`src/rtl/fp_accum_pkg.sv`:
```
// Shared definitions for the floating-point accumulation sequencer.
//   state_t      : sequencer FSM states
//   STAT_*       : bit positions within the 8-bit adder status word
package fp_accum_pkg;

  typedef enum logic [1:0] {
    ST_IDLE  = 2'd0,
    ST_ACCUM = 2'd1,
    ST_HOLD  = 2'd2
  } state_t;

  localparam int STAT_ZERO    = 0;
  localparam int STAT_INF     = 1;
  localparam int STAT_INVALID = 2;
  localparam int STAT_TINY    = 3;
  localparam int STAT_HUGE    = 4;
  localparam int STAT_INEXACT = 5;

endpackage

```
`src/rtl/fp_accum_seq.sv`:
```
// Streaming FP accumulation sequencer. Drives an external combinational
// adder with the running sum and each incoming operand, registers the adder
// result as the new sum, ORs adder status across the frame and emits one
// (sum, status, count) result per frame.
//
// Ports:
//   clk, rst_n                 clock, asynchronous active-low reset
//   in_valid/in_ready          input element handshake
//   in_data, in_sub, in_last   operand, subtract flag, end-of-frame marker
//   rnd_mode                   rounding mode, captured on first element
//   add_a/add_b/add_op/add_rnd to the adder
//   add_z/add_status           from the adder
//   out_valid/out_ready        result handshake
//   out_sum/out_status/out_count frame result
module fp_accum_seq
  import fp_accum_pkg::*;
#(
  parameter int SIG_WIDTH = 23,
  parameter int EXP_WIDTH = 8,
  parameter int CNT_WIDTH = 8,
  localparam int W = SIG_WIDTH + EXP_WIDTH + 1
) (
  input  logic                 clk,
  input  logic                 rst_n,
  input  logic                 in_valid,
  output logic                 in_ready,
  input  logic [W-1:0]         in_data,
  input  logic                 in_sub,
  input  logic                 in_last,
  input  logic [2:0]           rnd_mode,
  output logic [W-1:0]         add_a,
  output logic [W-1:0]         add_b,
  output logic                 add_op,
  output logic [2:0]           add_rnd,
  input  logic [W-1:0]         add_z,
  input  logic [7:0]           add_status,
  output logic                 out_valid,
  input  logic                 out_ready,
  output logic [W-1:0]         out_sum,
  output logic [7:0]           out_status,
  output logic [CNT_WIDTH-1:0] out_count
);

  state_t               state, state_nxt;
  logic [W-1:0]         acc;
  logic [2:0]           rnd_q;
  logic [7:0]           stat_q;
  logic [CNT_WIDTH-1:0] cnt;
  logic                 accept;

  assign accept = in_valid & in_ready;

  always_comb begin
    state_nxt = state;
    in_ready  = 1'b0;
    out_valid = 1'b0;
    case (state)
      ST_IDLE: begin
        in_ready = 1'b1;
        if (in_valid) state_nxt = in_last ? ST_HOLD : ST_ACCUM;
      end
      ST_ACCUM: begin
        in_ready = 1'b1;
        if (in_valid && in_last) state_nxt = ST_HOLD;
      end
      ST_HOLD: begin
        out_valid = 1'b1;
        if (out_ready) state_nxt = ST_IDLE;
      end
      default: state_nxt = ST_IDLE;
    endcase
  end

  always_ff @(posedge clk or negedge rst_n) begin
    if (!rst_n) state <= ST_IDLE;
    else        state <= state_nxt;
  end

  // Register update on each accepted element. The first element of a frame
  // bypasses the adder: the sum is just the operand, sign-flipped if it is
  // to be subtracted, so no rounding or status is introduced.
  always_ff @(posedge clk or negedge rst_n) begin
    if (!rst_n) begin
      acc    <= '0;
      rnd_q  <= '0;
      stat_q <= '0;
      cnt    <= '0;
    end else if (accept) begin
      if (state == ST_IDLE) begin
        acc    <= {in_data[W-1] ^ in_sub, in_data[W-2:0]};
        rnd_q  <= rnd_mode;
        stat_q <= '0;
        cnt    <= {{(CNT_WIDTH-1){1'b0}}, 1'b1};
      end else begin
        acc    <= add_z;
        stat_q <= stat_q | add_status;
        if (cnt != {CNT_WIDTH{1'b1}}) cnt <= cnt + 1'b1;
      end
    end
  end

  assign add_a      = acc;
  assign add_b      = in_data;
  assign add_op     = in_sub;
  assign add_rnd    = rnd_q;
  assign out_sum    = acc;
  assign out_status = stat_q;
  assign out_count  = cnt;

endmodule

```
`config.mk`:
```
export PLATFORM = sky130hd
export DESIGN_NAME = fp_accum_seq
export DESIGN_NICKNAME = d
export VERILOG_FILES = /design/src/rtl/fp_accum_pkg.sv /design/src/rtl/fp_accum_seq.sv
export SDC_FILE = /design/constraint.sdc
export NUM_CORES = 1
export LEC_CHECK = 0
export BUFFER_PORTS_ARGS = -buffer_cell sky130_fd_sc_hd__clkbuf_2
export CORE_UTILIZATION = 38
export CTS_CLUSTER_SIZE = 16
export DETAILED_ROUTE_END_ITERATION = 8
export PLACE_DENSITY = 0.73
export RECOVER_POWER = 50
export SETUP_SLACK_MARGIN = 0.15
export SLEW_MARGIN = 20
export SYNTH_ARGS = -nofsm -noshare
export SYNTH_HDL_FRONTEND = slang
export SYNTH_SLANG_ARGS = --single-unit
```
`constraint.sdc`:
```
create_clock -name clk -period 1.4 [get_ports clk]
set_input_delay 0.14 -clock clk [delete_from_list [all_inputs] [get_ports clk]]
set_output_delay 0.14 -clock clk [all_outputs]
set_load 0.01 [all_outputs]
```
Yosys cells after proc, flatten, opt, wreduce, memory -nomap -nowiden
Index checks and enable logic that the tools add are counted.

cells by class
  $add $sub $neg = 1
  eq/ne operators = 6
  muxes and demuxes = 11
  bitwise gates (word level) = 3
  reductions and logical operators = 7

operators by type and width
  operator             count
  $mux 32              1
  $mux 8               3
  $add 8x1->8 const B  1
  $mux 2               4
  $ne 8x8->1 const B   1
  $or 8x8->8           1
  $ne 2x2->1 const B   3
  $pmux 2 s3           1
  $reduce_and 2->1     2
  $reduce_and 3->1     1
  $eq 2x1->1 const B   1
  $eq 2x2->1 const B   1
  $logic_not 2->1      1
  $mux 1               2
  $reduce_bool 2->1    1
  $reduce_or 2->1      1
  $and 1x1->1          1
  $logic_and 1x1->1    1
  $xor 1x1->1          1

storage, ports and cells
  flip-flop bits (word level) = 53
  input port bits = 81
  logic and storage cells = 33

Longest topological paths before layout
Gate-level depths: netlist of the first run.

  depth after elaboration = 5
  gate-level depth with buffers = 5

Worst setup path after synthesis of the first run
OpenSTA, ideal clock, no wires.

  path type = reg-to-reg
  from = register cnt[0], in the netlist out_count[0]
  to = register cnt[0], in the netlist out_count[0]
  setup time = 125 ps
  arrival = 1,452 ps
  required time = 1,275 ps
  path slack = -177 ps
  cell stages (with the launch flop) = 5
  clock period less this slack = 1,577 ps
  cells stage by stage = dfrtp_1 > ha_1 > nand3_4 > o31ai_4 > mux2_2

between the ends
  cells in the longest elaborated chain, start to end = 3
  elaborated cells on any way between the ends = 6

ends and longest elaborated chain
  element                                             RTL line            source
  from (decl)                                         fp_accum_seq.sv:48  logic [CNT_WIDTH-1:0] cnt;
  from (signal assigned)                              fp_accum_seq.sv:93  cnt <= {{(CNT_WIDTH-1){1'b0}}, 1'b1};
  from (signal assigned)                              fp_accum_seq.sv:97  if (cnt != {CNT_WIDTH{1'b1}}) cnt <= cnt + 1'b1;
  $add 8x1->8 / $ne 8x8->1 (equally long branches)    fp_accum_seq.sv:97
  $mux 8 / $reduce_bool 2->1 (equally long branches)  -
  $mux 8 / $reduce_and 2->1 (equally long branches)   -

Several ways; a longest one is shown, not always the timed one. The select of a mux whose other input is x is not followed.
A chain may end at the register's enable or synchronous reset.

Worst setup path in the final report of the first run
  from = register cnt[1], in the netlist out_count[1]
  to = register cnt[6], in the netlist out_count[6]

The elaborated chain is that of the path after synthesis.

==> results of run 1 <==
## state kept, by name (all words and copies together) (netlist names)
signal and count:
add_a 32, add_rnd 3, out_status 8, state 2
out_count 8
## cell usage in the layout, fill, tap and decap left out, types with 3 or more instances in the layout
cell | Yosys | routed
buf_12 | 0 | 3
dfrtp_2 | 0 | 6
buf_6 | 0 | 6
mux2i_1 | 32 | 32
nor2_1 | 14 | 12
buf_4 | 65 | 14
o21ai_1 | 1 | 4
o21ai_0 | 34 | 31
dfrtp_1 | 53 | 47
nand3_1 | 3 | 3
mux2_4 | 0 | 4
clkbuf_1 | 5 | 57
nand2_1 | 38 | 36
clkbuf_8 | 0 | 5
clkbuf_2 | 0 | 142
a21oi_1 | 13 | 13
## final timing paths
check / cells past startpoint / to / from
worst max-delay path: 6 / out_count[6] / out_count[1]
worst min-delay path: 2 / state[0] / in_last
worst max register to register: 6 / out_count[6] / out_count[1]
worst min register to register: 2 / out_status[3] / out_status[3]
max in group asynchronous: 3 / out_count[7] / rst_n
min in group asynchronous: 3 / add_a[22] / rst_n
## final cells by class
type	instances	area, µm²
fillers	717	3442
flip-flops and latches	53	1334
repair buffers	226	1242
multi-input cells	162	1096
well taps	99	123.9
clock buffers	7	76.32
inverters	3	11.26
clock inverters	1	5.005
## cell usage after synthesis (2+ instances only)
| master | count |
|---|---|
| buf_4 | 65 |
| and3_1 | 2 |
| a21oi_1 | 13 |
| buf_2 | 9 |
| o21ai_0 | 34 |
| a31oi_1 | 2 |
| inv_1 | 3 |
| mux2_2 | 4 |
| clkbuf_1 | 5 |
| nand2_1 | 38 |
| mux2i_1 | 32 |
| nand3_1 | 3 |
| dfrtp_1 | 53 |
| nor2_1 | 14 |
| a211oi_1 | 3 |
## repair_timing
| item | 4_1_cts | 5_1_grt |
|---|---|---|
| hold endpoints to repair | 54 | 0 |
| buffers inserted | 1 | 9 |
| hold buffers | 2 | 0 |
| resized for setup | 10 | 28 |
| gates cloned | 0 | 2 |
| endpoints found under the setup margin | 36 | 51 |
| pin swaps | 5 | 6 |
## critical path, delay by kind of cell, from the launching register on
family	cells	cell delay [ns]
AO/OA/AOI/OAI	2	0.36
flip-flops	1	0.42
buffers and inverters	2	0.27
AND/OR/NAND/NOR	1	0.10
adder cells (fa/ha/maj)	1	0.17
## report_power, final
part | internal [mW] | total [mW] | switching, mW | leakage, nW
logic | 0.890 | 1.88 | 0.989 | 1.28
clock network | 0.352 | 0.823 | 0.470 | 0.0422
registers | 1.85 | 2.13 | 0.280 | 0.648
## logic make-up after synthesis
| group | count (synthesis) | synth area share (%) |
|---|---|---|
| flip-flops | 53 | 45.59 |
| buffers and inverters | 83 | 19.48 |
| AND/OR/NAND/NOR | 66 | 10.28 |
| XOR/XNOR | 1 | 0.3011 |
| multiplexers | 36 | 12.56 |
| adder cells (fa/ha/maj) | 1 | 0.4300 |
| AO/OA/AOI/OAI | 58 | 11.35 |
## per-stage QoR
stage               power (mW)  hold slack, ns  instance area (µm²)
CTS                      4.768         0.01156                 3759
global placement         3.831          0.1596                 3612
global route             5.206         0.01689                 3889
finish                   4.833         0.02732                 3889
floorplan                3.269         -0.1556                 2933
detailed placement       3.881          0.1653                 3612
## metal layers
| layer | up-vias | GRT usage, % | part of all wire [%] |
|---|---|---|---|
| met2 | 114 | 30.67 | 53 |
| met3 | 5 | 3.324 | 5.8 |
| met1 | 1210 | 18.85 | 41 |
| met5 | - | 0 | 0 |
| met4 | 0 | 3.463 | 0.44 |
| li1 | 1251 | - | - |
==> metrics.md, run 1 <==
| Metric | Value |
|---|---|
| CTS Buf Count | `5` |
| # Max-Cap Violations | `0` |
| Initial Utilization | `between 30% and 40%` |
| Antenna diode count | `0` |
| GRT Total Usage | `16.24%` |
| Cell chosen for the clock root | `clkbuf_8` |
| Slew @ Worst Pin | `approximately 0.73 ns` |
| Layout Skew | `0.005831 ns` |
| CP max FO | `4` |
| WL/cell | `between 10 and 15 µm` |
| Yosys top cell area share | `around 46%` |
| Slew HR | `51.10%` |
| Worst setup SP type | `flip-flop` |
| # setup viols final | `3` |
| # nets final | `between 500 and 600` |
| Commonest register cell after synthesis | `dfrtp_1` |
| Worst slack, placed | `-0.04068 ns` |
| Vias in the first global route | `between 2k and 2.5k` |
| Synth area leader | `dfrtp_1` |
| CTS sink count | `53` |
| Critical path, cell by cell | `ha_4 > nand3_4 > buf_6 > buf_4 > o32ai_2 > a21oi_1` |
| Die Span Y | `approximately 89 µm` |
| Worst Setup End Kind | `flip-flop` |
| Crit Path Class | `reg2reg` |
| Initial antenna violation count | `0` |
| Syn Inst Count | `298` |
| Total Wirelength | `7346 µm` |
| Req. time, crit path | `between 1.5 and 2 ns` |
| Area grow syn2layout | `33.68%` |
| Clk buf depth | `2` |
| Drt first pass iters | `4` |
| Drt drc | `0` |
| CTS tree | `yes` |
| Sum Neg Setup Slack | `-0.06299 ns` |
| Violations in the final reports | `setup timing` |
| H-tree depth | `2` |
| Post-synthesis sequential area ratio | `roughly 46%` |
| Maximum vdd ir drop | `approximately 0.00055 V` |
| Worst hold path class | `in2reg` |
| Placed cell count | `529` |
| Post-synth EDFFs | `0` |
| Worst-Skew Late Latency | `around 0.3 ns` |
| Die X | `between 80 and 90 µm` |
| Worst Path Arrival | `between 1.5 and 2 ns` |
| Synth area leaders | `dfrtp_1 46%, buf_4 17%, mux2i_1 11%` |
| DR vias | `approximately 2.6k` |
| Delay of the slowest cell on the worst path | `0.42 ns` |
| Remaining global-route overflow | `0` |
| Ys async rst share | `100.0%` |
| Min cycle time layout | `around 1.4 ns` |
| Post-route setup slack | `-0.04069 ns` |
| Setup slack, reg-to-reg | `-0.04 ns` |
| Final Util | `between 50% and 60%` |
| Syn_nets | `380` |
| First-pass GRT wire length | `9991 µm` |
| Yosys warns | `0` |
| Core ar. | `7331 µm²` |
| Vias per cell | `~4.7` |
| RSZ-0062 raised after global routing | `true` |
| Leak Pwr | `roughly 2.0 nW` |
| Post-synth cell types | `33` |
| Slowest CP cell | `dfrtp_2` |
| Max Clock Freq | `between 0.6 and 0.7 GHz` |
| Syn avg cell area | `roughly 9.8 µm²` |
| Mapped Area | `about 2900 µm²` |
| Outcome | `finished, violations left` |
| Power Dens Cells | `1243 nW/µm²` |
| Layout cells sized above 1 | `between 40% and 50%` |
| Tcrit/Tclk final | `102.9%` |
| Gp weighted congestion | `0.8180` |
| Initial DRC count | `26` |
| Max Slew Vio Count | `0` |
| Largest net degree at the start of global routing | `54` |
| Row count | `31` |
| Final Hold Viols | `0` |
| Io pins | `199` |
| Die area | `~8000 µm²` |
| Clock-pin slew on the worst setup and hold paths | `roughly 0.090 ns` |
| Dpl hpwl | `approximately 5300 µm` |
| Synthesized flop and latch total | `53` |
| Final ANT Viol Nets | `0` |
| Non-Filler Instances | `approximately 550` |
| Port buffer count | `~200` |
Note: power is estimated with default switching activity, not from simulation.
==> run 2: changes to the inputs <==
- BUFFER_PORTS_ARGS: -buffer_cell sky130_fd_sc_hd__clkbuf_2 -> -buffer_cell sky130_fd_sc_hd__buf_2
==> metrics.md, run 2 (same netlist as run 1, synthesis figures left out) <==
| Metric | Value |
|---|---|
| Critical path, cell by cell | `ha_4 > nand3_4 > or3_4 > a31oi_1 > nor2_1 (was ha_4 > nand3_4 > buf_6 > buf_4 > o32ai_2 > a21oi_1)` |
| Remaining global-route overflow | `0 (unchanged)` |
| Power Dens Cells | `1244 nW/µm² (was 1243 nW/µm²)` |
| Vias per cell | `4.637 (was 4.682)` |
| # Max-Cap Violations | `0 (unchanged)` |
| Worst path top cell family by delay | `simple AND/OR/NAND/NOR gates (was flip-flops)` |
| Max FFs per register | `32 (unchanged)` |
| Max Clock Freq | `0.7009 GHz (was 0.6941 GHz)` |
| Drt drc | `0 (unchanged)` |
| Io pins | `199 (unchanged)` |
| Worst Path Buf+Inv | `0 (was 2)` |
| Initial DRC count | `34 (was 26)` |
| CP max FO | `4 (unchanged)` |
| Worst Setup End Kind | `flip-flop (unchanged)` |
| Gp weighted congestion | `0.8124 (was 0.8180)` |
| Row count | `31 (unchanged)` |
| Clock-pin slew on the worst setup and hold paths | `0.09 ns (about the same)` |
| R2r endpoint | `out_count[3] (was out_count[6])` |
| Antenna diode count | `0 (unchanged)` |
| Layout Skew | `0.008541 ns (was 0.005831 ns)` |
| WL/cell | `12.95 µm (was 13.33 µm)` |
| Maximum vdd ir drop | `0.0005466 V (was 0.0005515 V)` |
| Violations in the final reports | `setup timing (unchanged)` |
| H-tree depth | `2 (unchanged)` |
| Final Util | `51.51% (was 53.05%)` |
| Die area | `8009 µm² (unchanged)` |
| RSZ-0062 raised after global routing | `true (unchanged)` |
| Vias in the first global route | `2164 (was 2126)` |
| Most frequent cells in the layout | `142 x buf_2, 55 x clkbuf_1, 49 x dfrtp_1 (was 142 x clkbuf_2, 57 x clkbuf_1, 47 x dfrtp_1)` |
| Layout cells sized above 1 | `43.02% (was 44.47%)` |
| Drt first pass iters | `4 (unchanged)` |
| Pwr Total | `4.698 mW (was 4.833 mW)` |
| Worst-Skew Late Latency | `0.30 ns (about the same)` |
| Largest net degree at the start of global routing | `54 (unchanged)` |
| Final Hold Viols | `0 (unchanged)` |
| Clk buf depth | `2 (unchanged)` |
| Die X | `89.50 µm (unchanged)` |
| Worst setup SP type | `flip-flop (unchanged)` |
| Core ar. | `7331 µm² (unchanged)` |
| Setup slack, reg-to-reg | `-0.03 ns (was -0.04 ns)` |
| Tcrit/Tclk final | `101.9% (was 102.9%)` |
| # nets final | `526 (was 533)` |
| Req. time, crit path | `1.59 ns (about the same)` |
| Worst slack, placed | `-0.05433 ns (was -0.04068 ns)` |
| Leading cell type in the layout, fill and taps excluded | `buf_2 (was clkbuf_2)` |
| Worst hold path class | `in2reg (unchanged)` |
| Max Slew Vio Count | `0 (unchanged)` |
| CTS Buf Count | `5 (unchanged)` |
| DR vias | `2518 (was 2580)` |
| Total Wirelength | `7033 µm (was 7346 µm)` |
| Filler cell count | `727 (was 717)` |
| First-pass GRT wire length | `10030 µm (was 9991 µm)` |
| Leak Pwr | `1.913 nW (was 1.969 nW)` |
| GRT Total Usage | `16.25% (was 16.24%)` |
| Worst r2r path cells | `5 (was 6)` |
| Die Span Y | `89.50 µm (unchanged)` |
| Delay of the slowest cell on the worst path | `0.41 ns (was 0.42 ns)` |
| Slowest CP cell | `dfrtp_2 (unchanged)` |
| Worst Path Arrival | `1.62 ns (was 1.63 ns)` |
| Post-route setup slack | `-0.02665 ns (was -0.04069 ns)` |
| R2r startpoint | `out_count[0] (was out_count[1])` |
| Min cycle time layout | `1.427 ns (was 1.441 ns)` |
| # setup viols final | `4 (was 3)` |
| Hold Path Depth | `2 (unchanged)` |
| CTS tree | `yes (unchanged)` |
| Port buffer count | `198 (unchanged)` |
| Initial antenna violation count | `0 (unchanged)` |
| Slew @ Worst Pin | `0.7255 ns (was 0.7335 ns)` |
| Dpl hpwl | `5195 µm (was 5287 µm)` |
| Post-route cell area | `3776 µm² (was 3889 µm²)` |
| CTS sink count | `53 (unchanged)` |
| Cell chosen for the clock root | `clkbuf_8 (unchanged)` |
| Slew HR | `51.64% (was 51.10%)` |
| Hold_sp | `in_last (unchanged)` |
| Post-place instance area | `3620 µm² (was 3612 µm²)` |
| Crit Path Class | `reg2reg (unchanged)` |
| Worst Hold End | `state[0] (unchanged)` |
| Initial Utilization | `39.68% (unchanged)` |
| Area grow syn2layout | `29.81% (was 33.68%)` |
| Final ANT Viol Nets | `0 (unchanged)` |
| Outcome | `finished, violations left (unchanged)` |
==> run 2: cell types whose count changed in the layout (fill, tap and decap cells not counted), sizes merged <==
cell / delta
clkbuf: -146
buf: +138
==> run 2: repair_timing <==
action,CTS,global route
hold buffers,2,0
hold endpoints to repair,54,0
pin swaps,5,2
resized for setup,13,18
buffers inserted,3,1
setup endpoints to repair,26,19
==> run 2: final cells by class <==
type / instances / area (µm²) / share of cell area, %
well taps: 99 / 123.9 / 3.280
repair buffers: 219 / 1144 / 30.29
multi-input cells: 162 / 1086 / 28.76
flip-flops and latches: 53 / 1331 / 35.26
inverters: 3 / 13.76 / 0.3645
clock buffers: 6 / 72.57 / 1.922
clock inverters: 1 / 5.005 / 0.1325
==> run 2: how the worst max path moves through the flow <==
stage | endpoint | from | depth (start not counted) | slack (ns)
6_report | out_count[3] | out_count[0] | 5 | -0.03
4_1_cts | out_count[3] | out_count[0] | 5 | -0.02
3_3_place_gp | out_count[3] | out_count[1] | 5 | -0.009
5_1_grt | out_count[3] | out_count[1] | 5 | -0.1
3_5_place_dp | out_count[3] | out_count[1] | 5 | -0.05
2_1_floorplan | out_count[0] | out_count[0] | 4 | -0.03
==> run 2: where the power goes <==
part | leakage, nW | total [mW] | switching (mW) | internal, mW
Sequential | 0.651 | 2.11 | 0.258 | 1.85
Clock | 0.0410 | 0.801 | 0.460 | 0.341
Combinational | 1.22 | 1.79 | 0.971 | 0.818
Total | 1.91 | 4.70 | 1.69 | 3.01
==> run 2: per-layer routing <==
metal  GRT usage [%]  vias to the layer above  part of all wire (%)
li1                -                     1232                     -
met5               0                        -                     0
met1           19.64                     1161                    40
met3           3.324                        8                   6.0
met4           4.185                        0                   1.0
met2           29.42                      117                    53
==> run 2: through the flow <==
step,std cells,hold WS (ns),TNS (ns)
floorplan,298,-0.1556,-0.05684
global placement,530,0.1543,-0.008788
detailed placement,530,0.1565,-0.09284
CTS,542,0.004390,-0.03126
global route,543,0.01085,-0.4199
finish,543,0.02454,-0.05063
